## src/rtl/dispatch_queue.sv

```systemverilog
// dispatch_queue: in-order instruction dispatch buffer between the regfile
// stage and the reservation station (RS) / load-store buffer (LSB).
//
// Ports:
//   clk, rst                      clock, synchronous active-high reset
//   rdy                           global enable; low freezes all state
//   clr                           misprediction flush
//   in_en, in_* fields            decoded instruction from the regfile stage
//   in_cls                        source class: 0 none, 1 rs1, 2/3 rs1+rs2
//   in_mem                        1 routes to LSB, 0 routes to RS
//   rob_nick_en, rob_nick         ROB tag availability and allocated rd tag
//   cdb_en, cdb_nick, cdb_dt      result broadcast used for operand wakeup
//   rs_rdy, lsb_rdy               destination back-pressure
//   full                          queue holds DEPTH entries
//   dp_rs_en, dp_lsb_en           dispatch strobes, combinational
//   dp_* payload                  head entry, zero when empty or frozen
module dispatch_queue #(
    parameter int unsigned DEPTH  = 4,
    parameter int unsigned DATA_W = 32,
    parameter int unsigned NICK_W = 4,
    parameter int unsigned OP_W   = 6,
    parameter int unsigned ADDR_W = 32,
    parameter int unsigned IMM_W  = 32,
    parameter int unsigned NAME_W = 5
) (
    input  logic              clk,
    input  logic              rst,
    input  logic              rdy,
    input  logic              clr,
    input  logic              in_en,
    input  logic [OP_W-1:0]   in_op,
    input  logic [ADDR_W-1:0] in_pc,
    input  logic [IMM_W-1:0]  in_imm,
    input  logic [NAME_W-1:0] in_rd_regnm,
    input  logic              in_pd,
    input  logic [1:0]        in_cls,
    input  logic              in_mem,
    input  logic [NICK_W-1:0] in_rs1_nick,
    input  logic [NICK_W-1:0] in_rs2_nick,
    input  logic [DATA_W-1:0] in_rs1_dt,
    input  logic [DATA_W-1:0] in_rs2_dt,
    input  logic              rob_nick_en,
    input  logic [NICK_W-1:0] rob_nick,
    input  logic              cdb_en,
    input  logic [NICK_W-1:0] cdb_nick,
    input  logic [DATA_W-1:0] cdb_dt,
    input  logic              rs_rdy,
    input  logic              lsb_rdy,
    output logic              full,
    output logic              dp_rs_en,
    output logic              dp_lsb_en,
    output logic [OP_W-1:0]   dp_op,
    output logic [ADDR_W-1:0] dp_pc,
    output logic [IMM_W-1:0]  dp_imm,
    output logic [NAME_W-1:0] dp_rd_regnm,
    output logic              dp_pd,
    output logic [NICK_W-1:0] dp_rd_nick,
    output logic [NICK_W-1:0] dp_rs1_nick,
    output logic [NICK_W-1:0] dp_rs2_nick,
    output logic [DATA_W-1:0] dp_rs1_dt,
    output logic [DATA_W-1:0] dp_rs2_dt
);

    localparam int unsigned PTR_W = $clog2(DEPTH);
    localparam int unsigned CNT_W = PTR_W + 1;

    typedef struct packed {
        logic [OP_W-1:0]   op;
        logic [ADDR_W-1:0] pc;
        logic [IMM_W-1:0]  imm;
        logic [NAME_W-1:0] rd_regnm;
        logic              pd;
        logic              mem;
        logic [NICK_W-1:0] rd_nick;
        logic [NICK_W-1:0] rs1_nick;
        logic [NICK_W-1:0] rs2_nick;
        logic [DATA_W-1:0] rs1_dt;
        logic [DATA_W-1:0] rs2_dt;
    } entry_t;

    entry_t            entries_q [DEPTH];
    entry_t            entries_d [DEPTH];
    logic [PTR_W-1:0]  head_q, head_d;
    logic [PTR_W-1:0]  tail_q, tail_d;
    logic [CNT_W-1:0]  count_q, count_d;

    entry_t            head_e;
    entry_t            new_e;
    logic              not_empty;
    logic              cdb_live;
    logic              enq;
    logic              deq;

    assign head_e    = entries_q[head_q];
    assign not_empty = (count_q != '0);
    // Tag 0 means "no dependency", so a broadcast of tag 0 never wakes anything.
    assign cdb_live  = cdb_en && (cdb_nick != '0);
    assign full      = (count_q == CNT_W'(DEPTH));
    assign enq       = rdy && !clr && in_en && rob_nick_en && !full;
    assign deq       = dp_rs_en || dp_lsb_en;

    // Dispatch strobes and head payload, with same-cycle CDB forwarding.
    always_comb begin
        dp_rs_en    = 1'b0;
        dp_lsb_en   = 1'b0;
        dp_op       = '0;
        dp_pc       = '0;
        dp_imm      = '0;
        dp_rd_regnm = '0;
        dp_pd       = 1'b0;
        dp_rd_nick  = '0;
        dp_rs1_nick = '0;
        dp_rs2_nick = '0;
        dp_rs1_dt   = '0;
        dp_rs2_dt   = '0;
        if (rdy && not_empty) begin
            dp_rs_en    = !clr && !head_e.mem && rs_rdy;
            dp_lsb_en   = !clr && head_e.mem && lsb_rdy;
            dp_op       = head_e.op;
            dp_pc       = head_e.pc;
            dp_imm      = head_e.imm;
            dp_rd_regnm = head_e.rd_regnm;
            dp_pd       = head_e.pd;
            dp_rd_nick  = head_e.rd_nick;
            dp_rs1_nick = head_e.rs1_nick;
            dp_rs2_nick = head_e.rs2_nick;
            dp_rs1_dt   = head_e.rs1_dt;
            dp_rs2_dt   = head_e.rs2_dt;
            if (cdb_live && head_e.rs1_nick == cdb_nick) begin
                dp_rs1_nick = '0;
                dp_rs1_dt   = cdb_dt;
            end
            if (cdb_live && head_e.rs2_nick == cdb_nick) begin
                dp_rs2_nick = '0;
                dp_rs2_dt   = cdb_dt;
            end
        end
    end

    // Incoming entry: mask unused sources by class, then apply CDB wakeup.
    always_comb begin
        new_e          = '0;
        new_e.op       = in_op;
        new_e.pc       = in_pc;
        new_e.imm      = in_imm;
        new_e.rd_regnm = in_rd_regnm;
        new_e.pd       = in_pd;
        new_e.mem      = in_mem;
        new_e.rd_nick  = rob_nick;
        if (in_cls != 2'd0) begin
            new_e.rs1_nick = in_rs1_nick;
            new_e.rs1_dt   = in_rs1_dt;
        end
        if (in_cls[1]) begin
            new_e.rs2_nick = in_rs2_nick;
            new_e.rs2_dt   = in_rs2_dt;
        end
        if (cdb_live && new_e.rs1_nick == cdb_nick) begin
            new_e.rs1_nick = '0;
            new_e.rs1_dt   = cdb_dt;
        end
        if (cdb_live && new_e.rs2_nick == cdb_nick) begin
            new_e.rs2_nick = '0;
            new_e.rs2_dt   = cdb_dt;
        end
    end

    // Next state: flush beats wakeup/enqueue/dequeue; rdy low holds everything.
    always_comb begin
        entries_d = entries_q;
        head_d    = head_q;
        tail_d    = tail_q;
        count_d   = count_q;
        if (rdy) begin
            if (clr) begin
                head_d  = '0;
                tail_d  = '0;
                count_d = '0;
            end else begin
                for (int i = 0; i < DEPTH; i++) begin
                    if (cdb_live && entries_q[i].rs1_nick == cdb_nick) begin
                        entries_d[i].rs1_nick = '0;
                        entries_d[i].rs1_dt   = cdb_dt;
                    end
                    if (cdb_live && entries_q[i].rs2_nick == cdb_nick) begin
                        entries_d[i].rs2_nick = '0;
                        entries_d[i].rs2_dt   = cdb_dt;
                    end
                end
                if (enq) begin
                    entries_d[tail_q] = new_e;
                    tail_d            = tail_q + PTR_W'(1);
                end
                if (deq) begin
                    head_d = head_q + PTR_W'(1);
                end
                count_d = count_q + CNT_W'(enq) - CNT_W'(deq);
            end
        end
    end

    // State register with synchronous reset.
    always_ff @(posedge clk) begin
        if (rst) begin
            for (int i = 0; i < DEPTH; i++) begin
                entries_q[i] <= '0;
            end
            head_q  <= '0;
            tail_q  <= '0;
            count_q <= '0;
        end else begin
            for (int i = 0; i < DEPTH; i++) begin
                entries_q[i] <= entries_d[i];
            end
            head_q  <= head_d;
            tail_q  <= tail_d;
            count_q <= count_d;
        end
    end

endmodule

```

## config.mk

```make
export PLATFORM = sky130hd
export DESIGN_NAME = dispatch_queue
export DESIGN_NICKNAME = d
export VERILOG_FILES = /design/src/rtl/dispatch_queue.sv
export SDC_FILE = /design/constraint.sdc
export NUM_CORES = 2
export LEC_CHECK = 0
export BUFFER_PORTS_ARGS = -buffer_cell sky130_fd_sc_hd__buf_2
export CAP_MARGIN = 10
export CORE_MARGIN = 1
export CORE_UTILIZATION = 30
export DETAILED_ROUTE_END_ITERATION = 16
export SETUP_SLACK_MARGIN = 0.02
export SLEW_MARGIN = 20
export SYNTH_ARGS = -nofsm -noshare
export SYNTH_HDL_FRONTEND = slang
export SYNTH_SLANG_ARGS = --single-unit
```

## constraint.sdc

```tcl
create_clock -name clk -period 8.3 [get_ports clk]
set_input_delay 2.49 -clock clk [delete_from_list [all_inputs] [get_ports clk]]
set_output_delay 2.49 -clock clk [all_outputs]
set_load 0.02 [all_outputs]
```

==> impl_metrics.yaml <==
outcome:
  status: "complete, no violations"
timing:
  period_needed_ns: 7.056
  slew_violations: 0
  worstMarginPinSlew_ns: 1.077
  finalSetupTns_ns: 0
  fin_skew_ns: 0.03353
  timing.final.crit_share: 0.8501
  setup_viol: 0
  maxSlewHeadroom: 0.2822
  fmax_mhz: 141.7
  grt_setup_unrepaired: "no"
  hold_viol: 0
  setup_ws_ns: 1.244
worst_setup_path:
  crit_top_cell: "buf_2"
  critPathArrivalTime_ns: 4.57
  cp_slowest_stage_delay_ns: 0.46
  path_max_fanout: 32
  cp_slowest_cell: "nor4_4"
  path_class: "input port to output port"
  start_kind: "input port"
  cp.required_ns: 5.81
  path_cells: "buf_2, o41ai_4, buf_4, nor4_4, buf_12, mux2i_1, nor2_1, buf_2"
  crit_family: "buffers and inverters"
  endpoint_kind: "output port"
  critPathBufInv: 4
routing:
  drtAntennaViolNets: 0
  viasPerCell: 5.552
  drt_iter0_drc: 2530
  drc_errors: 0
  wl_per_cell_um: 23.27
  dr.pass1.iters: 6
  num_vias: 26754
  wl_um: 112100
synth:
  syn_nets: 3511
  syn_inst: 3304
  synth_ff_type: "dfxtp_1"
  avgSynthCellArea_um2: 8.985
  syn-cell-area_um2: 29690
  synthDistinctLibCells: 64
  synth_area_leaders: "dfxtp_1 (42%), mux4_2 (11%), nand2_1 (10%)"
  synth_top_area_frac: 0.4174
  synth_warnings: 0
  synth_seq_cells: 619
  synth_top_area_cell: "dfxtp_1"
  yosysSeqAreaShare: 0.4174
  synthArstFlopShare: 0
  synth_edf_count: 0
die:
  die_w_um: 316.6
  ios: 355
  core_area_um2: 98280
  start_util: 0.3021
  die_area_um2: 100200
  die_y_um: 316.6
  rows: 115
grt:
  grt_start_max_net_pins: 131
  met3_usage: 0.06095
  grt_pass1_wl_um: 165600
  antenna_found_initial: 28
  grt.busiest_layer: "met2"
  grt.total_usage: 0.2169
  use_met1: 0.2709
  grt-ovfl-total: 0
  use_met2: 0.3574
  grt_pass1_vias: 25868
clock_network:
  cts-hold-fix-buffers: 0
  cts_buffers: 74
  path_clk_slew_ns: 0.06
  ctsResizeCount: 0
  postCtsSetupRepairBufs: 0
  cts_buffer_depth: 3
  cts_max_level: 3
  clk_latency_ns: 0.64
  clock-sinks: 619
  cts_root_buf: "clkbuf_16"
  cts_tree: "yes"
layout:
  post-route-cell-area_um2: 34800
  layout_common_cells: "nand2_1 (823), dfxtp_1 (617), a21oi_1 (392)"
  drive_gt1_frac: 0.2076
  fin_util: 0.3541
  nNetsFinal: 3679
  layout_commonest_cell: "nand2_1"
  synthToLayoutAreaGrowth_pct: 17.21
place:
  hpwl_um: 66890
  gp_congestion: 0.8366
  dp_slack_ns: 1.231
  place_area_um2: 32330
  io_buffers: 354
power:
  p_total_mw: 6.710
  leakagePower_nw: 12.44
  vdd_ir_drop_max_mv: 0.1394
  pwr_density_cell_nw_per_um2: 192.8
run:
  maxCapViolCount: 0
min_path:
  hold_class: "flip-flop to flip-flop"
==> sequential cells by signal (all words and copies together), names as in the netlist <==
signal and flops:
head_q 2, count_q 3, tail_q 2, entries_q 612
==> cell type report <==
type / count / area [um^2]
antenna: 6 / 15.01
clock buffer: 104 / 2127
clock inverter: 26 / 325.3
fill: 10028 / 63480
inverter: 25 / 93.84
multi-input combinational: 2340 / 15960
sequential: 619 / 12400
tap: 1287 / 1610
timing repair buffer: 412 / 2267
==> final timing paths <==
kind | start | endpoint | slack, ns | depth (start not counted)
worst max-delay path | cdb_nick[0] | dp_rs2_dt[19] | 1.24 | 8
worst min-delay path | entries_q[77] | entries_q[77] | 0.45 | 2
worst max register to register | head_q[0] | count_q[2] | 3.34 | 13
worst min register to register | entries_q[77] | entries_q[77] | 0.45 | 2
==> kinds of logic after synthesis <==
family | count (synthesis) | synth area share
and+or+nand+nor | 1190 | 0.1749
AOI/OAI and AO/OA | 874 | 0.1986
DFF | 619 | 0.4174
buffers and inverters | 345 | 0.05323
muxes | 222 | 0.1387
xor gates and xnor gates | 47 | 0.01387
adders and majority gates | 7 | 0.003203
==> power breakdown <==
group | internal [mW] | switching [mW] | total [mW]
registers | 2.99 | 0.0105 | 3.00
clock network | 1.93 | 1.38 | 3.31
logic | 0.113 | 0.286 | 0.399
==> synthesized netlist by cell type (all sizes together), types with 4 or more instances <==
master,instances
a21oi,401
mux4,151
o21ai,72
inv,25
nor4,15
a22oi,37
a221o,136
ha,6
xor2,37
clkbuf,187
and3,100
buf,133
and2,97
a21boi,7
o211ai,145
nand3,22
dfxtp,619
nor3,7
nor3b,11
nor2,98
a32o,4
nand2,825
xnor2,10
a32oi,46
a22o,19
mux2i,69
==> tightest hold or removal path, cell delays in order (launching register included) <==
cell and delay [ns]:
dfxtp_1 0.30, nand2_1 0.05, a21oi_1 0.05
==> layer usage <==
metal / part of all wire / vias to the layer above / wire length (um)
li1: - / 12234 / -
met1: 0.40 / 13004 / 44660
met2: 0.48 / 1250 / 53300
met3: 0.095 / 230 / 10710
met4: 0.029 / 36 / 3229
met5: 0.0019 / - / 216
==> through the flow <==
step | instances | hold WS, ns
2_1_floorplan | 3304 | 0.4307
6_report | 4819 | 0.4506
3_5_place_dp | 4683 | 0.4435
4_1_cts | 4813 | 0.4521
3_3_place_gp | 4683 | 0.4385
5_1_grt | 4814 | 0.4627
Power figures use the tool's default switching activity.
